### src/rtl/ecap5_dproc_pkg.sv
// Shared types and constants for the dproc pipeline control blocks.
// The hazard controller uses the FSM state type and the scoreboard counter helper.
package ecap5_dproc_pkg;

   localparam int HZD_CNT_WIDTH       = 2;
   localparam int HZD_FLUSH_CNT_WIDTH = 3;

   typedef enum logic [0:0] {
      HZD_RUN   = 1'b0,
      HZD_FLUSH = 1'b1
   } hazard_state_t;

   // Net effect of one cycle on a pending-write counter; an increment and a
   // decrement in the same cycle cancel, and the count neither wraps nor underflows.
   function automatic logic [HZD_CNT_WIDTH-1:0] hzd_cnt_next(
      input logic [HZD_CNT_WIDTH-1:0] cnt,
      input logic                     inc,
      input logic                     dec
   );
      logic [HZD_CNT_WIDTH-1:0] nxt;
      nxt = cnt;
      if (inc && !dec && (cnt != '1)) begin
         nxt = cnt + HZD_CNT_WIDTH'(1);
      end else if (dec && !inc && (cnt != '0)) begin
         nxt = cnt - HZD_CNT_WIDTH'(1);
      end
      return nxt;
   endfunction

endpackage

### src/rtl/hazard_scoreboard.sv
// Per-register pending-write counters for x1..x31 with two source read ports,
// a destination-full check and a sticky error for retires with nothing pending.
module hazard_scoreboard
   import ecap5_dproc_pkg::*;
#(
   parameter int MAX_INFLIGHT = 3
) (
   input  logic       clk_i,
   input  logic       rst_i,
   input  logic       inc_i,
   input  logic [4:0] inc_addr_i,
   input  logic       dec_i,
   input  logic [4:0] dec_addr_i,
   input  logic [4:0] rs1_addr_i,
   input  logic [4:0] rs2_addr_i,
   input  logic [4:0] rd_addr_i,
   output logic       rs1_busy_o,
   output logic       rs2_busy_o,
   output logic       rd_full_o,
   output logic       err_o
);

   logic [HZD_CNT_WIDTH-1:0] cnt_q [32];
   logic [HZD_CNT_WIDTH-1:0] cnt_d [32];
   logic                     err_q;
   logic                     err_d;
   logic                     inc_x;
   logic                     dec_x;

   // Entry 0 exists only so that 5-bit addresses index directly; it stays zero.
   assign inc_x = inc_i && (inc_addr_i != 5'd0);
   assign dec_x = dec_i && (dec_addr_i != 5'd0);

   always_comb begin
      err_d = err_q;
      for (int i = 0; i < 32; i++) begin
         cnt_d[i] = hzd_cnt_next(cnt_q[i],
                                 inc_x && (inc_addr_i == 5'(i)),
                                 dec_x && (dec_addr_i == 5'(i)));
      end
      cnt_d[0] = '0;
      if (dec_x && (cnt_q[dec_addr_i] == '0) &&
          !(inc_x && (inc_addr_i == dec_addr_i))) begin
         err_d = 1'b1;
      end
   end

   always_ff @(posedge clk_i or posedge rst_i) begin
      if (rst_i) begin
         for (int i = 0; i < 32; i++) begin
            cnt_q[i] <= '0;
         end
         err_q <= 1'b0;
      end else begin
         for (int i = 0; i < 32; i++) begin
            cnt_q[i] <= cnt_d[i];
         end
         err_q <= err_d;
      end
   end

   assign rs1_busy_o = (rs1_addr_i != 5'd0) && (cnt_q[rs1_addr_i] != '0);
   assign rs2_busy_o = (rs2_addr_i != 5'd0) && (cnt_q[rs2_addr_i] != '0);
   assign rd_full_o  = (rd_addr_i != 5'd0) &&
                       (cnt_q[rd_addr_i] == HZD_CNT_WIDTH'(MAX_INFLIGHT));
   assign err_o      = err_q;

endmodule

### src/rtl/hazard_ctrl.sv
// Issue/flush sequencing for the in-order core: stalls decode on pending writes
// and redirects fetch with a fixed-length front-end flush on taken branches.
module hazard_ctrl
   import ecap5_dproc_pkg::*;
#(
   parameter int FLUSH_CYCLES = 2,
   parameter int MAX_INFLIGHT = 3
) (
   input  logic        clk_i,
   input  logic        rst_i,
   input  logic        issue_i,
   input  logic [4:0]  rs1_addr_i,
   input  logic        rs1_used_i,
   input  logic [4:0]  rs2_addr_i,
   input  logic        rs2_used_i,
   input  logic        rd_write_i,
   input  logic [4:0]  rd_addr_i,
   input  logic        branch_i,
   input  logic [31:0] branch_target_i,
   input  logic        retire_i,
   input  logic [4:0]  retire_addr_i,
   output logic        stall_o,
   output logic        flush_o,
   output logic        jump_o,
   output logic [31:0] jump_target_o,
   output logic        err_o
);

   localparam logic [HZD_FLUSH_CNT_WIDTH-1:0] FLUSH_RELOAD =
      HZD_FLUSH_CNT_WIDTH'(FLUSH_CYCLES - 1);

   hazard_state_t                  state_q, state_d;
   logic [HZD_FLUSH_CNT_WIDTH-1:0] flush_cnt_q, flush_cnt_d;
   logic                           jump_q, jump_d;
   logic [31:0]                    jump_target_q, jump_target_d;
   logic                           sb_inc;
   logic                           rs1_busy, rs2_busy, rd_full;

   // issue_i is the decode->exm transfer (valid && ready in the same cycle); it
   // is only legal while stall_o is low, and instructions transferred while the
   // front end is being flushed are squashed, so they never reserve a register.
   assign sb_inc = issue_i && rd_write_i && !flush_o;

   hazard_scoreboard #(
      .MAX_INFLIGHT(MAX_INFLIGHT)
   ) u_scoreboard (
      .clk_i      (clk_i),
      .rst_i      (rst_i),
      .inc_i      (sb_inc),
      .inc_addr_i (rd_addr_i),
      .dec_i      (retire_i),
      .dec_addr_i (retire_addr_i),
      .rs1_addr_i (rs1_addr_i),
      .rs2_addr_i (rs2_addr_i),
      .rd_addr_i  (rd_addr_i),
      .rs1_busy_o (rs1_busy),
      .rs2_busy_o (rs2_busy),
      .rd_full_o  (rd_full),
      .err_o      (err_o)
   );

   always_comb begin
      state_d       = state_q;
      flush_cnt_d   = flush_cnt_q;
      jump_d        = 1'b0;
      jump_target_d = jump_target_q;
      if (branch_i) begin
         // A branch in either state restarts the flush; the latest target wins.
         state_d       = HZD_FLUSH;
         flush_cnt_d   = FLUSH_RELOAD;
         jump_d        = 1'b1;
         jump_target_d = branch_target_i;
      end else if (state_q == HZD_FLUSH) begin
         if (flush_cnt_q == '0) begin
            state_d = HZD_RUN;
         end else begin
            flush_cnt_d = flush_cnt_q - HZD_FLUSH_CNT_WIDTH'(1);
         end
      end
   end

   always_ff @(posedge clk_i or posedge rst_i) begin
      if (rst_i) begin
         state_q       <= HZD_RUN;
         flush_cnt_q   <= '0;
         jump_q        <= 1'b0;
         jump_target_q <= '0;
      end else begin
         state_q       <= state_d;
         flush_cnt_q   <= flush_cnt_d;
         jump_q        <= jump_d;
         jump_target_q <= jump_target_d;
      end
   end

   assign flush_o       = (state_q == HZD_FLUSH);
   assign jump_o        = jump_q;
   assign jump_target_o = jump_target_q;
   assign stall_o       = flush_o ||
                          (rs1_used_i && rs1_busy) ||
                          (rs2_used_i && rs2_busy) ||
                          (rd_write_i && rd_full);

endmodule

### config.mk
export PLATFORM = sky130hd
export DESIGN_NAME = hazard_ctrl
export DESIGN_NICKNAME = d
export VERILOG_FILES = /design/src/rtl/ecap5_dproc_pkg.sv /design/src/rtl/hazard_scoreboard.sv /design/src/rtl/hazard_ctrl.sv
export SDC_FILE = /design/constraint.sdc
export NUM_CORES = 1
export LEC_CHECK = 0
export CAP_MARGIN = 20
export CORE_MARGIN = 2
export CORE_UTILIZATION = 35
export DETAILED_ROUTE_END_ITERATION = 8
export HOLD_SLACK_MARGIN = 0.03
export SETUP_SLACK_MARGIN = 0.1
export SLEW_MARGIN = 30
export SYNTH_ARGS = -nofsm -noshare
export SYNTH_HDL_FRONTEND = slang
export SYNTH_SLANG_ARGS = --single-unit
export TNS_END_PERCENT = 20
### constraint.sdc
create_clock -name clk_i -period 3.6 [get_ports clk_i]
set_input_delay 0.36 -clock clk_i [delete_from_list [all_inputs] [get_ports clk_i]]
set_output_delay 0.36 -clock clk_i [all_outputs]
set_load 0.02 [all_outputs]
==> Word level (Yosys, flattened, before mapping) <==
Index checks and enable logic that the tools add are counted.
{ "totals": {"inputBits": 60, "wordCells": 622, "register_bits": 100} }
{ "classes": {"eq_ne": 96, "n_bitwise": 4, "n_mux": 81, "add_sub_neg": 63, "n_reduce_logical": 338, "n_lt_le_gt_ge": 4} }
{ "op_table": {"columns": ["operator", "n"], "rows": [
  ["logical AND 1 bit", 199],
  ["equality test 5 bit (second input constant)", 32],
  ["2-to-1 mux 2 bit", 70],
  ["nonzero test 2 bit", 65],
  ["equality test 5 x 4 -> 1 bit (second input constant)", 16],
  ["zero test 1 bit", 64],
  ["!= test 2 bit (second input constant)", 32],
  ["adder 2 x 1 -> 2 bit (second input constant)", 31],
  ["subtractor 2 x 1 -> 2 bit (second input constant)", 31],
  ["binary-select mux 2 bit (select 5 bit)", 4],
  ["equality test 5 x 3 -> 1 bit (second input constant)", 8],
  ["greater-or-equal comparator 6 bit (second input constant)", 4],
  ["inverter 5 -> 6 bit", 4],
  ["equality test 5 x 2 -> 1 bit (second input constant)", 4],
  ["nonzero test 5 bit", 4],
  ["equality test 5 x 1 -> 1 bit (second input constant)", 2],
  ["2-to-1 mux 3 bit", 3],
  ["equality test 5 bit", 1],
  ["2-to-1 mux 1 bit", 4],
  ["zero test 3 bit", 1],
  ["logical OR 1 bit", 3],
  ["subtractor 3 x 1 -> 3 bit (second input constant)", 1],
  ["equality test 2 bit (second input constant)", 1],
  ["zero test 2 bit", 1],
  ["AND reduction 2 bit", 1]
]} }

==> Logic depth before layout (Yosys ltp) <==
Gate-level depths: netlist (run 1).
{ "depth": {"depth_word": 10, "mapped_depth": 9} }

==> Modules after synthesis <==
A second synthesis (run 1) with hierarchy kept.
{ "hier_totals": {"hier_cells": 749, "hier_area_um2": 6802.8} }
{ "modules_own_cells": {"columns": ["module", "cells_per_inst", "area_per_inst_um2", "seq_area_each_um2", "n_inst"], "rows": [
  ["hazard_scoreboard", 654, 5220.0, 1576.5, 1],
  ["hazard_ctrl", 95, 1582.8, 925.9, 1]
]} }

==> Least setup slack after synthesis (run 1) <==
No wires, ideal clock.
{ "synth_timing": {"kind": "input port to output port", "startpoint": "input port rs2_addr_i[1]", "endpoint": "output port stall_o", "stages": 6, "n_path_buf": 1, "slack_ns": 1.331, "arrival_ns": 1.909, "required_ns": 3.240, "path_cell_list": "clkbuf_1 mux4_2 and3b_1 nor4b_1 a211oi_1 nand4_1"} }
{ "synth_between": {"elab_chain_len": 9, "word_cells_on_any_way": 10} }
{ "synth_rtl": {"columns": ["element", "line", "text"], "rows": [
  ["start, declared", "hazard_ctrl.sv:14", "input logic [4:0] rs2_addr_i,"],
  ["inverter 5 -> 6 bit (not written as such)", "hazard_scoreboard.sv:63", "assign rs2_busy_o = (rs2_addr_i != 5'd0) && (cnt_q[rs2_addr_i] != '0);"],
  ["binary-select mux 2 bit (select 5 bit)", "hazard_scoreboard.sv:63", null],
  ["2-to-1 mux 2 bit (not written as such) (2 in series)", "hazard_scoreboard.sv:63", null],
  ["nonzero test 2 bit", "hazard_scoreboard.sv:63", null],
  ["logical AND 1 bit *", "hazard_scoreboard.sv:63", null],
  ["logical AND 1 bit *", "hazard_ctrl.sv:101", "(rs2_used_i && rs2_busy) ||"],
  ["logical OR 1 bit *", "hazard_ctrl.sv:100", "(rs1_used_i && rs1_busy) ||"],
  ["logical OR 1 bit *", "hazard_ctrl.sv:101", null],
  ["end, declared", "hazard_ctrl.sv:22", "output logic stall_o,"]
]} }
Mark *: on every way between the ends. The rest lies on a longest branch, timed or not. The select of a mux whose other input is x is not followed.

==> Worst setup path in the final report (run 1) <==
{ "layout_timing": {"startpoint": "input port rs2_addr_i[0]", "endpoint": "output port stall_o"} }
The elaborated chain is that of the path after synthesis.

==> results of run 1 <==
kinds of logic (layout without fill, tap and decap cells):
group | count (synthesis) | in the layout | synth area share, %
AND/OR/NAND/NOR | 339 | 339 | 24.0
AO/OA/AOI/OAI | 170 | 170 | 16.6
flip-flops | 100 | 100 | 38.0
multiplexers | 75 | 75 | 17.0
buffers and inverters | 54 | 147 | 3.40
XOR/XNOR | 5 | 5 | 0.665
adder cells (fa/ha/maj) | 2 | 2 | 0.380
other | 0 | 1 | 0
synth_stat cells (all sizes together), types with 4 or more instances:
cell type,number,area [sq um]
o21ai,45,225
nor2b,10,62.6
nor3,26,135
a21oi,42,210
buf,12,66.3
mux2,50,563
clkbuf,18,67.6
a21boi,14,105
nand2b,14,87.6
nor3b,9,72.6
nand4,4,25.0
nand3,23,115
mux4,24,544
o211ai,11,82.6
nor2,133,504
and3,6,37.5
o21bai,16,120
a211oi,5,37.5
inv,24,90.1
o31ai,4,30.0
dfrtp,100,2500
nand2,89,334
or2,6,37.5
o41ai,7,61.3
critical path: cells and delay by family:
kind,cells,cell delay [ns]
mux,2,0.83
buf+inv,2,1.35
simple gates,2,0.20
compound gates,1,0.10
power by group:
part / switching [W] / total [W] / internal (W)
logic: 0.000401 / 0.000797 / 0.000396
clock network: 0.000525 / 0.00102 / 0.000499
registers: 0.000113 / 0.00134 / 0.00123
total: 0.00104 / 0.00317 / 0.00213
metrics by stage:
stage,area [sq um],std cells
detailed placement,7810,1056
CTS,8120,1072
finish,8130,1073
floorplan,6580,745
global route,8130,1073
global placement,7810,1056
how the worst min path moves through the flow:
stage | startpoint | end | slack (ns) | cells past startpoint
floorplan | branch_i | jump_o$_DFF_PP0_ | 0.39 | 0
global placement | u_scoreboard.err_o$_DFFE_PP0P_ | u_scoreboard.err_o$_DFFE_PP0P_ | 0.47 | 1
detailed placement | u_scoreboard.err_o$_DFFE_PP0P_ | u_scoreboard.err_o$_DFFE_PP0P_ | 0.47 | 1
CTS | u_scoreboard.err_o$_DFFE_PP0P_ | u_scoreboard.err_o$_DFFE_PP0P_ | 0.49 | 1
global route | u_scoreboard.err_o$_DFFE_PP0P_ | u_scoreboard.err_o$_DFFE_PP0P_ | 0.50 | 1
finish | rst_i | u_scoreboard.cnt_q[35]$_DFFE_PP0P_ | 0.46 | 2
area by class of cell:
| class | count | area (sq um) |
|---|---|---|
| fillers | 1839 | 10500 |
| multi-input cells | 591 | 3860 |
| flip-flops and latches | 100 | 2500 |
| repair buffers | 107 | 1070 |
| well taps | 234 | 293 |
| clock buffers | 9 | 225 |
| inverters | 24 | 95.1 |
| clock inverters | 7 | 86.3 |
| diodes | 1 | 2.50 |
per-layer routing:
layer / share of wire, % / vias up
met3: 10 / 33
met5: 0 / -
met2: 44 / 282
met1: 44 / 2805
met4: 2.0 / 0
li1: - / 2863
sequential cells by signal, summed over array words and instances, names as in the netlist:
register	count
flush_cnt_q	3
flush_o	1
jump_o	1
jump_target_o	32
u_scoreboard.cnt_q	62
u_scoreboard.err_o	1
==> impl_metrics.py, run 1 <==
metrics = {
    "run_status": {
        "status": "finished clean",
    },
    "yosys": {
        "yosysUniqueCellTypes": 66,
        "synthFlopType": "dfrtp_1",
        "synth_warnings": 0,
        "ys_ff_latch": 100,
        "ys_seq_area_share_pct": 38.0,
        "synth_fp_nets": 807,
        "synthArstFlopShare_pct": 100,
        "postSynthAreaPerCell_sq_um": 8.84,
        "synth_edf_count": 0,
        "syn_inst": 745,
        "syn_area_sq_um": 6580,
    },
    "clocking": {
        "cts-buffers-inserted": 9,
        "htree_levels": 3,
        "cts.clk_slew.worst_paths_ns": 0.08,
        "clk_latency_ns": 0.36,
        "cts_sinks": 100,
        "cts_root_buf": "clkbuf_16",
        "cts_hold_buf": 0,
        "post_cts_resized": 0,
        "cts_tree": "yes",
        "cts.path.max_buffers": 2,
        "postCtsSetupBuffers": 0,
    },
    "pwr": {
        "leakage_nw": 3.15,
        "p_per_area_nw_per_um2": 389,
        "vdd_drop_max_uv": 234,
        "p_total_w": 0.00317,
    },
    "drt": {
        "drt-initial-drc-count": 574,
        "drc_errors": 0,
        "vias_per_cell": 5.58,
        "wl_per_cell_um": 17.3,
        "first_pass_iters": 5,
        "vias": 5983,
        "ant_nets": 0,
        "wirelength_um": 18600,
    },
    "worst_setup_path": {
        "startpoint_type": "input port",
        "worst_path_max_delay_cell": "clkdlybuf4s50_1",
        "crit_start": "rs2_addr_i[0]",
        "cp-end-kind": "primary output",
        "crit_path_end": "stall_o",
        "critical_path_required_ns": 3.24,
        "crit_type": "in -> out",
        "cp.arrival_ns": 2.86,
        "r2r_end": "u_scoreboard.cnt_q[34]$_DFFE_PP0P_",
        "cp_cell_sequence": "clkdlybuf4s50_1 > mux4_2 > mux2_2 > nor2_1 > o211ai_1 > nand4_1 > clkdlybuf4s50_1",
        "crit_top_cell": "clkdlybuf4s50_1",
        "reg2reg_from": "flush_o$_DFF_PP0_",
        "r2r_slack_ns": 1.49,
        "cpPeakStageDelay_ns": 0.75,
        "cp_max_fo": 9,
        "r2r_cells": 5,
    },
    "global_route": {
        "top_usage_layer": "met2",
        "grt_use_met2_pct": 28.7,
        "overflow": 0,
        "track_usage_pct": 19.0,
        "grt_util_met1_pct": 26.5,
        "grt_max_degree": 69,
        "grt_pass1_vias": 5637,
        "grt_pass1_wl_um": 29900,
        "antenna_found_initial": 1,
        "met3_usage_pct": 5.77,
    },
    "final_layout": {
        "layout_common_cells": "131 x nor2_1, 100 x dfrtp_1, 94 x clkdlybuf4s50_1",
        "final_core_util_pct": 43.8,
        "area_delta_synth_final_pct": 23.5,
        "final_common_cell": "nor2_1",
        "drive_gt1_share_pct": 13.2,
        "nNetsFinal": 895,
    },
    "floorplan": {
        "start_util_pct": 35.4,
        "io_pins": 96,
        "die_area_sq_um": 19900,
        "core_sq_um": 18600,
        "rows": 50,
        "die_height_um": 141,
        "fp.dieW_um": 141,
    },
    "sta": {
        "whs_ns": 0.461,
        "fin_ws_ns": 0.385,
        "period_share_pct": 89.3,
        "hold_viol": 0,
        "fin_crit_ns": 3.22,
        "setup_tns_ns": 0,
        "fin_worst_skew_ns": 0.00862,
        "slew_headroom_pct": 52.6,
        "finalSetupViolCount": 0,
        "rsz0062_at_grt": "no",
        "timing.final.max_slew_violations": 0,
        "maxClockFrequency_ghz": 0.311,
        "worst_pin_slew_ns": 0.709,
    },
    "hold_path": {
        "hold_path_class": "in -> async",
    },
    "place": {
        "preCtsSetupSlack_ns": 0.159,
        "port_buffers": 95,
        "gp_congestion": 0.854,
        "place_hpwl_um": 14100,
    },
    "flow_run": {
        "drv_cap": 0,
    },
}
Note: power is estimated with default switching activity, not from simulation.
==> inputs of run 2 (changes only) <==
CTS_CLUSTER_DIAMETER = 80   (was default)
SKIP_LAST_GASP = 1   (was default)
==> results of run 2 <==
The final DEF is identical to that of run 1; final timing and power are the same.
==> inputs of run 3 (changes only) <==
CTS_BUF_LIST = sky130_fd_sc_hd__clkbuf_8   (was default)
clock period = 3.5 ns   (was 3.6 ns; I/O delays follow)
==> run 3 against run 2 <==
Wire length rose by 0.48%. Hold slack lost 0.11 ns. Non-clock buffer count is 3 higher. Setup slack got worse by 0.14 ns. Via count increased by 1.2%. Sequential share of layout area up 0.25 points. Global-route usage up 0.14 points.
==> impl_metrics.py, run 3 (synthesis results as in run 1) <==
metrics = {
    "clocking": {
        "postCtsSetupBuffers": 0,
        "clk_latency_ns": 0.41,
        "cts_tree": "yes",
        "cts.path.max_buffers": 2,
        "cts_sinks": 100,
        "cts_root_buf": "clkbuf_8",
        "cts.clk_slew.worst_paths_ns": 0.13,
        "htree_levels": 3,
        "post_cts_resized": 0,
        "cts_hold_buf": 0,
        "cts-buffers-inserted": 9,
    },
    "pwr": {
        "pwr-share-comb_pct": 27.3,
        "leakage_nw": 3.12,
        "power_frac_seq_pct": 45.8,
        "power_frac_clock_pct": 26.9,
        "vdd_drop_max_uv": 276,
        "swShare_pct": 34.9,
        "p_per_area_nw_per_um2": 376,
        "switchingPower_w": 0.00106,
        "intPower_w": 0.00197,
    },
    "worst_setup_path": {
        "crit_top_cell": "mux4_2",
        "cpLargestDelayFamily": "multiplexers",
        "crit_buf_inv": 1,
        "cp_max_fo": 6,
        "r2r_end": "u_scoreboard.cnt_q[34]$_DFFE_PP0P_",
        "r2r_slack_ns": 1.38,
        "crit_type": "reg -> out",
        "r2r_cells": 5,
        "cp-end-kind": "primary output",
        "critical_path_required_ns": 3.15,
        "cp_cell_sequence": "nor2_1 > mux4_2 > mux4_2 > nand3b_4 > o211a_1 > nand4_1 > clkdlybuf4s50_1",
        "cp.arrival_ns": 2.90,
        "startpoint_type": "flop",
        "reg2reg_from": "flush_o$_DFF_PP0_",
        "cpPeakStageDelay_ns": 0.61,
        "worst_path_max_delay_cell": "clkdlybuf4s50_1",
    },
    "drt": {
        "wirelength_um": 18700,
        "vias": 6055,
        "first_pass_iters": 5,
        "vias_per_cell": 5.63,
        "ant_nets": 0,
        "drt-initial-drc-count": 454,
        "wl_per_cell_um": 17.4,
        "drc_errors": 0,
    },
    "sta": {
        "timing.final.max_slew_violations": 0,
        "maxClockFrequency_ghz": 0.307,
        "period_share_pct": 93.0,
        "rsz0062_at_grt": "no",
        "finalSetupViolCount": 0,
        "fin_worst_skew_ns": 0.0190,
        "hold_viol": 0,
        "slew_headroom_pct": 53.8,
        "fin_crit_ns": 3.25,
        "worst_pin_slew_ns": 0.691,
        "setup_tns_ns": 0,
        "whs_ns": 0.351,
    },
    "final_layout": {
        "fill_cells": 1813,
        "layout_common_cells": "131 x nor2_1, 100 x dfrtp_1, 94 x clkdlybuf4s50_1",
        "area_delta_synth_final_pct": 22.5,
        "ff_latch_area_sq_um": 2500,
        "drive_gt1_share_pct": 13.6,
        "nNetsFinal": 898,
        "multi_input_area_sq_um": 3860,
        "largest_reg_flops": 62,
        "final_common_cell": "nor2_1",
        "regMostFlops": "u_scoreboard.cnt_q",
    },
    "global_route": {
        "track_usage_pct": 19.2,
        "grt_pass1_wl_um": 30400,
        "grt_max_degree": 55,
        "grt_pass1_vias": 5829,
        "antenna_found_initial": 0,
        "overflow": 0,
    },
    "flow_run": {
        "drv_cap": 0,
    },
    "place": {
        "gp_congestion": 0.873,
        "place_hpwl_um": 14200,
        "port_buffers": 95,
    },
    "floorplan": {
        "core_sq_um": 18600,
        "fp.dieW_um": 141,
        "io_pins": 96,
        "start_util_pct": 35.4,
        "die_height_um": 141,
        "rows": 50,
        "die_area_sq_um": 19900,
    },
    "run_status": {
        "status": "finished clean",
    },
    "hold_path": {
        "hold_path_class": "in -> async",
    },
}
## run 3: final cells by class
| class | instances | area share [%] |
|---|---|---|
| multi-input cells | 591 | 47.8 |
| flip-flops and latches | 100 | 31.0 |
| repair buffers | 110 | 13.7 |
| well taps | 234 | 3.63 |
| clock buffers | 9 | 1.54 |
| inverters | 24 | 1.15 |
| clock inverters | 7 | 1.10 |
| diodes | 1 | 0.0310 |
## run 3: how the worst max path moves through the flow
stage	depth (start not counted)	startpoint	endpoint
after floorplan	1	rst_i	flush_cnt_q[0]$_DFFE_PP0P_
after global placement	7	rs1_addr_i[1]	stall_o
after detailed placement	7	rs1_addr_i[1]	stall_o
after CTS	7	rs1_addr_i[1]	stall_o
after global routing	7	u_scoreboard.cnt_q[37]$_DFFE_PP0P_	stall_o
final	7	u_scoreboard.cnt_q[47]$_DFFE_PP0P_	stall_o
## run 3: power by group through the flow
stage	Sequential [W]	Clock, W	Combinational, W
after floorplan	0.00143	0	0.000462
after global placement	0.00140	0	0.000822
after detailed placement	0.00140	0	0.000827
after CTS	0.00138	0.000848	0.000830
after global routing	0.00140	0.000881	0.000907
final	0.00139	0.000815	0.000827
## run 3: per-stage QoR
stage,worst slack [ns],power (W),area [sq um],utilization (%),cells
finish,0.246,0.00303,8060,43.4,1076
global route,0.162,0.00319,8060,43.4,1075
CTS,0.114,0.00306,8060,43.4,1075
detailed placement,0.115,0.00223,7850,42.2,1059
global placement,0.150,0.00222,7850,42.2,1059
floorplan,0.531,0.00189,6580,-,745
## run 3: layer usage
| layer | share of wire [%] | global-route usage [%] | vias to the layer above |
|---|---|---|---|
| li1 | - | - | 2867 |
| met3 | 11 | 6.52 | 32 |
| met5 | 0 | 0 | - |
| met2 | 44 | 29.5 | 294 |
| met4 | 1.7 | 5.42 | 0 |
| met1 | 43 | 25.9 | 2862 |
